===== src/rtl/handshake_fifo.sv =====
// Parametrised valid/ready FIFO placed inline on a handshake link.
// Define HANDSHAKE_FIFO_STATS_EN to build the beats_out / max_count statistics.
module handshake_fifo #(
    parameter int DATA_BITS = 8,
    parameter int DEPTH     = 4,
    parameter int AF_LEVEL  = DEPTH - 1
) (
    input  logic                         clk,
    input  logic                         rst,
    input  logic                         s_valid,
    output logic                         s_ready,
    input  logic [DATA_BITS-1:0]         s_data,
    output logic                         m_valid,
    input  logic                         m_ready,
    output logic [DATA_BITS-1:0]         m_data,
    output logic [$clog2(DEPTH+1)-1:0]   count,
    output logic                         almost_full,
    output logic [31:0]                  beats_out,
    output logic [$clog2(DEPTH+1)-1:0]   max_count
);

    localparam int CW = $clog2(DEPTH + 1);
    localparam int PW = $clog2(DEPTH);

    localparam logic [CW-1:0] FULL_CNT = CW'(DEPTH);
    localparam logic [CW-1:0] AF_CNT   = CW'(AF_LEVEL);
    localparam logic [CW-1:0] CNT_ONE  = CW'(1);
    localparam logic [PW-1:0] PTR_ONE  = PW'(1);

    logic [DATA_BITS-1:0] mem [DEPTH];
    logic [PW-1:0]        wp;
    logic [PW-1:0]        rp;
    logic                 push;
    logic                 pop;

    // A beat moves on a side only in a cycle where valid and ready are both
    // high at the rising edge; valid never waits on ready, and s_ready never
    // looks at m_ready, so a full FIFO reopens one cycle after a pop.
    assign s_ready     = rst && (count != FULL_CNT);
    assign m_valid     = (count != '0);
    assign push        = s_valid && s_ready;
    assign pop         = m_valid && m_ready;
    assign m_data      = mem[rp];
    assign almost_full = (count >= AF_CNT);

    // Storage is intentionally not reset; contents are don't-care when empty.
    always_ff @(posedge clk) begin
        if (push) begin
            mem[wp] <= s_data;
        end
    end

    always_ff @(posedge clk or negedge rst) begin
        if (!rst) begin
            wp    <= '0;
            rp    <= '0;
            count <= '0;
        end else begin
            if (push) begin
                wp <= wp + PTR_ONE;
            end
            if (pop) begin
                rp <= rp + PTR_ONE;
            end
            case ({push, pop})
                2'b10:   count <= count + CNT_ONE;
                2'b01:   count <= count - CNT_ONE;
                default: count <= count;
            endcase
        end
    end

`ifdef HANDSHAKE_FIFO_STATS_EN
    // High-water mark follows the registered occupancy, one cycle behind.
    always_ff @(posedge clk or negedge rst) begin
        if (!rst) begin
            beats_out <= '0;
            max_count <= '0;
        end else begin
            if (pop) begin
                beats_out <= beats_out + 32'd1;
            end
            if (count > max_count) begin
                max_count <= count;
            end
        end
    end
`else
    assign beats_out = '0;
    assign max_count = '0;
`endif

endmodule


===== config.mk =====
export PLATFORM = sky130hd
export DESIGN_NAME = handshake_fifo
export DESIGN_NICKNAME = d
export VERILOG_FILES = /design/src/rtl/handshake_fifo.sv
export SDC_FILE = /design/constraint.sdc
export NUM_CORES = 1
export LEC_CHECK = 0
export BUFFER_PORTS_ARGS = -buffer_cell sky130_fd_sc_hd__buf_2
export CORE_MARGIN = 2
export CORE_UTILIZATION = 30
export CTS_CLUSTER_DIAMETER = 100
export DETAILED_ROUTE_END_ITERATION = 12
export GPL_TIMING_DRIVEN = 0
export PLACE_DENSITY = 0.56
export SLEW_MARGIN = 20
export SYNTH_ARGS = -nofsm -noshare
export SYNTH_HDL_FRONTEND = slang
export SYNTH_SLANG_ARGS = --single-unit

===== constraint.sdc =====
create_clock -name clk -period 3.6 [get_ports clk]
set_input_delay 0.9 -clock clk [delete_from_list [all_inputs] [get_ports clk]]
set_output_delay 0.9 -clock clk [all_outputs]
set_load 0.1 [all_outputs]

==> results by group, run 1 <==
Synthesis
  • Synth Register Bits: 39
  • Distinct cell type count of the synthesized netlist: 23
  • Cell types with the largest area share after synthesis: edfxtp_1 51%, buf_4 14%, mux4_2 9.6%
  • Commonest cells in the netlist: 35 x buf_4, 32 x edfxtp_1, 8 x mux4_2
  • Post-Synthesis Cells: 118
  • Number of enable flip-flop cells after synthesis: 32
  • Yosys Warn Count: 0
  • Mean area per synthesized cell: 15.9 sq um
  • Sequential-to-total area share from yosys stat: 0.605
  • Dominant cell by count in the synthesized netlist: buf_4
  • Flip-flop cell with the highest count after synthesis: edfxtp_1
  • Cell Area, Synth: 1880 sq um
  • Share of Yosys cell area claimed by the top area cell type: 0.511
  • Synth async-reset ratio: 0.179
  • Area leader, netlist: edfxtp_1

Route
  • Remaining design rule violation count: 0
  • DRT Pass-1 Iters: 4
  • Remaining number of nets flagged by the antenna check after routing: 0
  • Via Count: 954
  • Per-cell routed wire length: 10.7 um
  • Drt total wl: 2780 um
  • Via density per instance: 3.67
  • Initial drt markers: 30

CTS
  • CTS resizes: 0
  • Total clock buffers created by CTS: 5
  • Post-CTS Hold Buffers: 0
  • # H-tree levels: 2
  • Maximum clock insertion buffer count: 2
  • Register clock-pin slew on the reported worst setup and hold paths: 0.07 ns
  • CTS Sinks: 39
  • Source-to-sink clock delay at the later pin of the worst-skew pair: 0.29 ns
  • Clock Root Buffer: clkbuf_8
  • Clock tree from TritonCTS: built
  • Post-CTS Setup Bufs: 0

Global route
  • Number of antenna violations at the first check in global routing: 0
  • Global-route wire length before repair: 4460 um
  • Pin count of the biggest net entering global routing: 14
  • Met3 capacity usage during global routing: 0.0328
  • Global router's overall resource usage: 0.0845
  • Global routing usage on met2: 0.140
  • Vias in the first global route: 895
  • Busiest grt layer: met2
  • Remaining global-route overflow: 0
  • Met1 routing resource usage after global routing: 0.0916

STA
  • Final Max Slew Viols: 0
  • Setup repair after global routing missed its margin: false
  • Setup TNS: 0 ns
  • Final Hold Fails: 0
  • Final setup fails: 0
  • Final cycle utilization of the critical path: 0.725
  • Clock Skews: 0.00332 ns
  • Clock period minus final worst setup slack: 2.61 ns
  • Max frequency: 383 MHz

Final layout
  • Synthesis-to-layout area growth: 24.4%
  • Utilization after layout: 0.390
  • Diodes inserted: 0
  • Total Nets Final: 202
  • Fillers: 570
  • Share of final-layout standard cells stronger than drive strength 1: 0.476

Worst setup path
  • Worst Path Class, Setup: in2out
  • Sort of element at the end of the critical path: output port
  • Worst-path maximum fanout: 9
  • Startpoint class of the critical path: input port
  • Critical Path RT: 2.70 ns
  • Worst EP arrival: 1.71 ns

Die
  • Row Count: 28
  • Starting Density: 0.314
  • Die area: 6910 sq um
  • Number of primary I/O pins: 61
  • Height of the chip: 83.1 um
  • Chip Width: 83.1 um
  • Floorplan core area: 5990 sq um

Placement
  • Count of buffers from port buffering: 25
  • Last weighted congestion value of the routability-driven placer: 0.678

Worst hold path
  • Worst min-delay path category: in2async

Status
  • Status: complete, no violations

Flow run
  • Max-cap violation count: 0
## layout by cell type (no fill, tap or decap), drive strengths merged, types with 2 or more instances in the layout
cell,Yosys,routed
inv,6,6
edfxtp,32,32
xor2,3,3
clkbuf,1,6
conb,1,35
and2,4,4
dfrtp,7,7
xnor2,3,3
mux4,8,8
nand2,2,2
buf,36,61
ha,5,5
nor2,2,2
clkinv,0,2
## logic make-up (layout without fill, tap and decap cells)
logic type                 count (synthesis)  after routing  share of synthesized area
AOI/OAI and AO/OA                          4              4                     0.0226
xor gates and xnor gates                   6              6                     0.0280
adders and majority gates                  6              6                     0.0439
buffers and inverters                     43             76                      0.160
DFF                                       39             39                      0.605
muxes                                     10             10                      0.109
other                                      1             35                    0.00200
and+or+nand+nor                            9              9                     0.0293
## worst paths after layout
kind / from / endpoint / slack, ns / depth (start not counted)
worst min-delay path: rst / count[1]$_DFFE_PN0P_ / 0.44 / 1
max in group asynchronous: rst / wp[0]$_DFFE_PN0P_ / 2.99 / 1
worst max-delay path: rst / s_ready / 0.99 / 3
min in group clk: wp[1]$_DFFE_PN0P_ / wp[1]$_DFFE_PN0P_ / 0.59 / 1
worst max register to register: count[0]$_DFFE_PN0P_ / count[2]$_DFFE_PN0P_ / 1.65 / 9
worst min register to register: wp[1]$_DFFE_PN0P_ / wp[1]$_DFFE_PN0P_ / 0.59 / 1
## routing by layer
layer	wire length [um]	part of all wire
met1	1100	0.40
met2	1400	0.50
met3	209	0.075
met4	69	0.025
met5	0	0
## registers in the layout, summed over array words and instances, names as in the netlist
signal / cells
mem: 32
count: 3
wp: 2
rp: 2
## layout make-up
cell class,count,area [sq um],area share
multi-input cells,70,569,0.243
clock buffers,5,68.8,0.0294
well taps,75,93.8,0.0401
plain buffers,37,279,0.119
inverters,6,22.5,0.00963
repair buffers,25,125,0.0535
flip-flops and latches,39,1140,0.486
clock inverters,3,43.8,0.0187
## through the flow
stage	setup slack [ns]	cells	area [sq um]	hold WS, ns
floorplan	0.0602	152	2010	0.535
global placement	0.976	252	2230	0.568
detailed placement	0.972	252	2230	0.576
CTS	0.974	260	2340	0.434
global route	0.922	260	2340	0.444
finish	0.990	260	2340	0.442
## worst max-delay path, cell delays in order
cell and delay (ns):
buf_2 0.20, a21boi_1 0.17, buf_2 0.43
Power of run 1 is not shown: default switching activity piles up to over one toggle a cycle in this logic, so the estimate is an artifact.
==> run 2: changes to the inputs <==
Clock period 3.6 ns to 2.6 ns, I/O delays scaled along.
==> results by group, run 2 (same netlist as run 1, synthesis figures left out) <==
CTS
  • Clock tree from TritonCTS: built
  • # H-tree levels: 2
  • CTS resizes: 0
  • Maximum clock insertion buffer count: 2
  • CTS Sinks: 39
  • Source-to-sink clock delay at the later pin of the worst-skew pair: 0.29 ns
  • Clock Root Buffer: clkbuf_8
  • Post-CTS Hold Buffers: 0
  • Register clock-pin slew on the reported worst setup and hold paths: 0.07 ns
  • Post-CTS Setup Bufs: 0
  • Total clock buffers created by CTS: 5

STA
  • Final setup fails: 0
  • Setup TNS: 0 ns
  • Final Max Slew Viols: 0
  • Setup repair after global routing missed its margin: false
  • Final cycle utilization of the critical path: 0.884
  • Max frequency: 435 MHz
  • Clock Skews: 0.00314 ns
  • Final Hold Fails: 0
  • Final hold slack: 0.190 ns
  • Clock period minus final worst setup slack: 2.30 ns

Die
  • Height of the chip: 83.1 um
  • Row Count: 28
  • Chip Width: 83.1 um
  • Floorplan core area: 5990 sq um
  • Number of primary I/O pins: 61
  • Starting Density: 0.314
  • Die area: 6910 sq um

Route
  • Remaining design rule violation count: 0
  • Metal2 WL: 1280 um
  • Met1 routed wirelength after detailed routing: 1330 um
  • Drt total wl: 2940 um
  • Per-cell routed wire length: 11.3 um
  • Via Count: 950
  • Top routing layer used: met4
  • Via density per instance: 3.65
  • Initial drt markers: 47
  • DRT Pass-1 Iters: 4
  • Met3 routed WL: 265 um
  • Remaining number of nets flagged by the antenna check after routing: 0

Final layout
  • Largest registers: mem x32, count x3
  • Synthesis-to-layout area growth: 26.1%
  • Share of final-layout standard cells stronger than drive strength 1: 0.476
  • Number of flip-flops under the largest register name: 32
  • Utilization after layout: 0.396
  • Fillers: 573
  • Total Nets Final: 202
  • Diodes inserted: 0
  • Highest-count cells in the layout ignoring fill and taps: 35 x buf_4, 35 x conb_1, 32 x edfxtp_1, 25 x buf_2, 8 x mux4_2
  • Largest Register: mem

Worst setup path
  • Worst-path maximum fanout: 10
  • Cell class contributing the biggest share of worst-path delay: multiplexers
  • Critical Path RT: 1.95 ns
  • Worst Path Class, Setup: reg2out
  • Count of buffering cells on the critical path with inverters included: 2
  • Largest incremental delay on the critical path: 0.52 ns
  • Ordered list of cells on the worst path: buf_6 -> mux4_2 -> buf_2
  • FF-to-FF setup slack: 0.55 ns
  • Crit path max-delay cell type: mux4_2
  • Startpoint class of the critical path: flop
  • Sort of element at the end of the critical path: output port
  • Worst EP arrival: 1.65 ns

Worst hold path
  • Worst min-delay path category: in2async

Status
  • Status: complete, no violations

Placement
  • Last weighted congestion value of the routability-driven placer: 0.661
  • Half-perimeter wire length after detailed placement: 2070 um
  • Count of buffers from port buffering: 25

Global route
  • Number of antenna violations at the first check in global routing: 0
  • Remaining global-route overflow: 0
  • Global router's overall resource usage: 0.0914
  • Pin count of the biggest net entering global routing: 13
  • Vias in the first global route: 933
  • Global-route wire length before repair: 4740 um

Flow run
  • Max-cap violation count: 0
-- run 2: changes by cell type in the layout (fill, tap and decap cells not counted), sizes merged --
cell    change
bufinv      +1
clkinv      -2
clkbuf      +1
-- run 2: metal layers --
layer / up-vias / GRT usage
li1: 476 / -
met1: 418 / 0.114
met3: 6 / 0.0338
met2: 50 / 0.136
met4: 0 / 0.0537
met5: - / 0
-- run 2: layout make-up --
cell class,count,area (sq um),area share
multi-input cells,70,581,0.245
flip-flops and latches,39,1140,0.479
plain buffers,37,279,0.118
well taps,75,93.8,0.0396
repair buffers,25,125,0.0528
clock buffers,6,72.6,0.0306
clock inverters,2,60.1,0.0253
inverters,6,22.5,0.00950
-- run 2: path summary, 6_finish.rpt --
check,from,end,cells after the start
worst min register to register,wp[1]$_DFFE_PN0P_,wp[1]$_DFFE_PN0P_,1
worst max-delay path,rp[0]$_DFFE_PN0P_,m_data[1],3
min in group clk,s_data[6],mem[0][6]$_DFFE_PP_,1
max in group asynchronous,rst,rp[1]$_DFFE_PN0P_,1
worst max register to register,count[0]$_DFFE_PN0P_,count[2]$_DFFE_PN0P_,9
worst min-delay path,rst,count[2]$_DFFE_PN0P_,1
-- run 2: per-stage QoR --
stage	std cells	setup WS, ns	cell area [sq um]
global route	260	0.226	2370
detailed placement	252	0.332	2240
CTS	260	0.280	2370
finish	260	0.302	2370
global placement	252	0.350	2240
floorplan	152	0.145	2020
-- run 2: worst register-to-register path, cell delays in order (launching register included) --
cell and delay (ns):
dfrtp_1 0.47, nor2_2 0.26, a21oi_4 0.13, inv_1 0.08
ha_1 0.18, inv_1 0.06, fa_1 0.38, xor2_1 0.15
nor2_1 0.11, xor2_1 0.16
Power of run 2 is left out for the same reason.
==> run 3: changes to the inputs <==
Settings changed: ABC_AREA set to 1, MAX_ROUTING_LAYER set to met4, PLACE_DENSITY 0.56 to 0.55.
==> results by group, run 3 <==
Worst hold path
  • Worst min-delay path category: in2async

STA
  • Final Max Slew Viols: 0
  • Final Hold Fails: 0
  • Final cycle utilization of the critical path: 0.905
  • Setup repair after global routing missed its margin: false
  • Max frequency: 425 MHz
  • Least-Margin Pin Slew: 0.799 ns
  • Setup TNS: 0 ns
  • Max-slew headroom at the worst pin: 0.465
  • Final setup fails: 0
  • Clock period minus final worst setup slack: 2.35 ns
  • Clock Skews: 0.00484 ns

CTS
  • CTS Sinks: 39
  • Source-to-sink clock delay at the later pin of the worst-skew pair: 0.29 ns
  • Post-CTS Setup Bufs: 0
  • # H-tree levels: 2
  • CTS resizes: 0
  • Post-CTS Hold Buffers: 0
  • Clock tree from TritonCTS: built
  • Clock Root Buffer: clkbuf_8
  • Total clock buffers created by CTS: 5
  • Maximum clock insertion buffer count: 2
  • Register clock-pin slew on the reported worst setup and hold paths: 0.07 ns

Route
  • Remaining number of nets flagged by the antenna check after routing: 0
  • Initial drt markers: 44
  • Drt total wl: 3380 um
  • Per-cell routed wire length: 10.3 um
  • Remaining design rule violation count: 0
  • Via density per instance: 3.99
  • Via Count: 1304
  • DRT Pass-1 Iters: 4

Die
  • Floorplan core area: 6390 sq um
  • Chip Width: 85.5 um
  • Height of the chip: 85.5 um
  • Number of primary I/O pins: 61
  • Row Count: 29
  • Die area: 7310 sq um
  • Starting Density: 0.312

Placement
  • Last weighted congestion value of the routability-driven placer: 0.699
  • Count of buffers from port buffering: 25
  • Half-perimeter wire length after detailed placement: 2450 um
  • Area after DPL: 2390 sq um

Final layout
  • Highest-count cells in the layout ignoring fill and taps: 35 x buf_4, 35 x conb_1, 32 x edfxtp_1, 28 x nor2_1, 25 x buf_2
  • Number of flip-flops under the largest register name: 32
  • Fillers: 643
  • Total non-filler cell area in the finished layout: 2520 sq um
  • Largest registers: mem x32, count x3
  • Total Nets Final: 267
  • Largest Register: mem
  • Share of final-layout standard cells stronger than drive strength 1: 0.364
  • Synthesis-to-layout area growth: 26.6%
  • Diodes inserted: 0

Worst setup path
  • Sort of element at the end of the critical path: output port
  • Worst Path Class, Setup: reg2out
  • Startpoint class of the critical path: flop
  • Worst EP arrival: 1.70 ns
  • Worst-path maximum fanout: 10
  • Critical Path RT: 1.95 ns

Synthesis
  • Post-Synthesis Cells: 183
  • Area leader, netlist: edfxtp_1
  • Sequential-to-total area share from yosys stat: 0.570
  • Distinct cell type count of the synthesized netlist: 22
  • Synth async-reset ratio: 0.179
  • Commonest cells in the netlist: 35 x buf_4, 32 x edfxtp_1, 28 x nor2_1
  • Cell types with the largest area share after synthesis: edfxtp_1 48%, buf_4 13%, dfrtp_1 8.8%
  • Cell Area, Synth: 1990 sq um
  • Share of Yosys cell area claimed by the top area cell type: 0.482
  • Flip-flop cell with the highest count after synthesis: edfxtp_1
  • Number of enable flip-flop cells after synthesis: 32
  • Synth Register Bits: 39
  • Yosys Warn Count: 0
  • Dominant cell by count in the synthesized netlist: buf_4
  • Mean area per synthesized cell: 10.9 sq um

Global route
  • Remaining global-route overflow: 0
  • Global router's overall resource usage: 0.100
  • Pin count of the biggest net entering global routing: 13
  • Vias in the first global route: 1111
  • Global-route wire length before repair: 5300 um
  • Number of antenna violations at the first check in global routing: 0

Flow run
  • Max-cap violation count: 0

Status
  • Status: complete, no violations
[run 3: cell count changes after synthesis, sizes merged, moves of 3 or more]
cell	change
and2	-4
inv	+9
o21ai	+26
xor2	-3
buf	+3
nand3	+4
nor2	+27
nand4	+3
nand2	+17
mux4	-8
[run 3: layout make-up]
type,count,area [sq um],area share
clock buffer,6,72.6,0.0288
sequential,39,1140,0.452
inverter,15,61.3,0.0243
timing repair buffer,25,125,0.0496
multi-input combinational,124,652,0.258
buffer,39,317,0.125
tap,77,96.3,0.0382
clock inverter,2,60.1,0.0238
[run 3: through the flow]
step	worst slack (ns)	hold slack (ns)	cells	utilization
finish	0.248	0.215	327	0.395
detailed placement	0.410	0.521	319	0.374
floorplan	0.0603	0.354	217	-
global route	0.125	0.223	327	0.395
global placement	0.402	0.520	319	0.374
CTS	0.214	0.213	327	0.395
[run 3: final timing paths]
check / slack, ns / startpoint / cells past startpoint / endpoint
worst max-delay path: 0.25 / rp[1]$_DFFE_PN0P_ / 5 / m_data[4]
worst min-delay path: 0.21 / rst / 1 / count[2]$_DFFE_PN0P_
worst max register to register: 0.79 / count[0]$_DFFE_PN0P_ / 10 / count[2]$_DFFE_PN0P_
worst min register to register: 0.53 / count[0]$_DFFE_PN0P_ / 1 / count[0]$_DFFE_PN0P_
max in group asynchronous: 2.16 / rst / 1 / count[1]$_DFFE_PN0P_
min in group clk: 0.53 / count[0]$_DFFE_PN0P_ / 1 / count[0]$_DFFE_PN0P_
[run 3: critical path, stage by stage (launching register included)]
cell and delay (ns):
dfrtp_1 0.41, inv_2 0.15, buf_6 0.17, o21ai_0 0.11
o21ai_2 0.13, buf_2 0.44
[run 3: metal layers]
metal | up-vias | global-route usage | wire (um)
met1 | 576 | 0.115 | 1430
met2 | 53 | 0.162 | 1590
met3 | 7 | 0.0289 | 298
met5 | - | - | 0
li1 | 668 | - | -
met4 | 0 | 0.0476 | 64
[run 3: logic make-up after synthesis]
logic type      Yosys count  share of synthesized area
simple gates             55                      0.124
fa+ha+maj                 6                     0.0414
flops                    39                      0.570
compound gates           27                     0.0691
other cells               1                    0.00188
buf+inv                  54                      0.190
xor+xnor                  1                    0.00440
Power of run 3 is left out for the same reason.
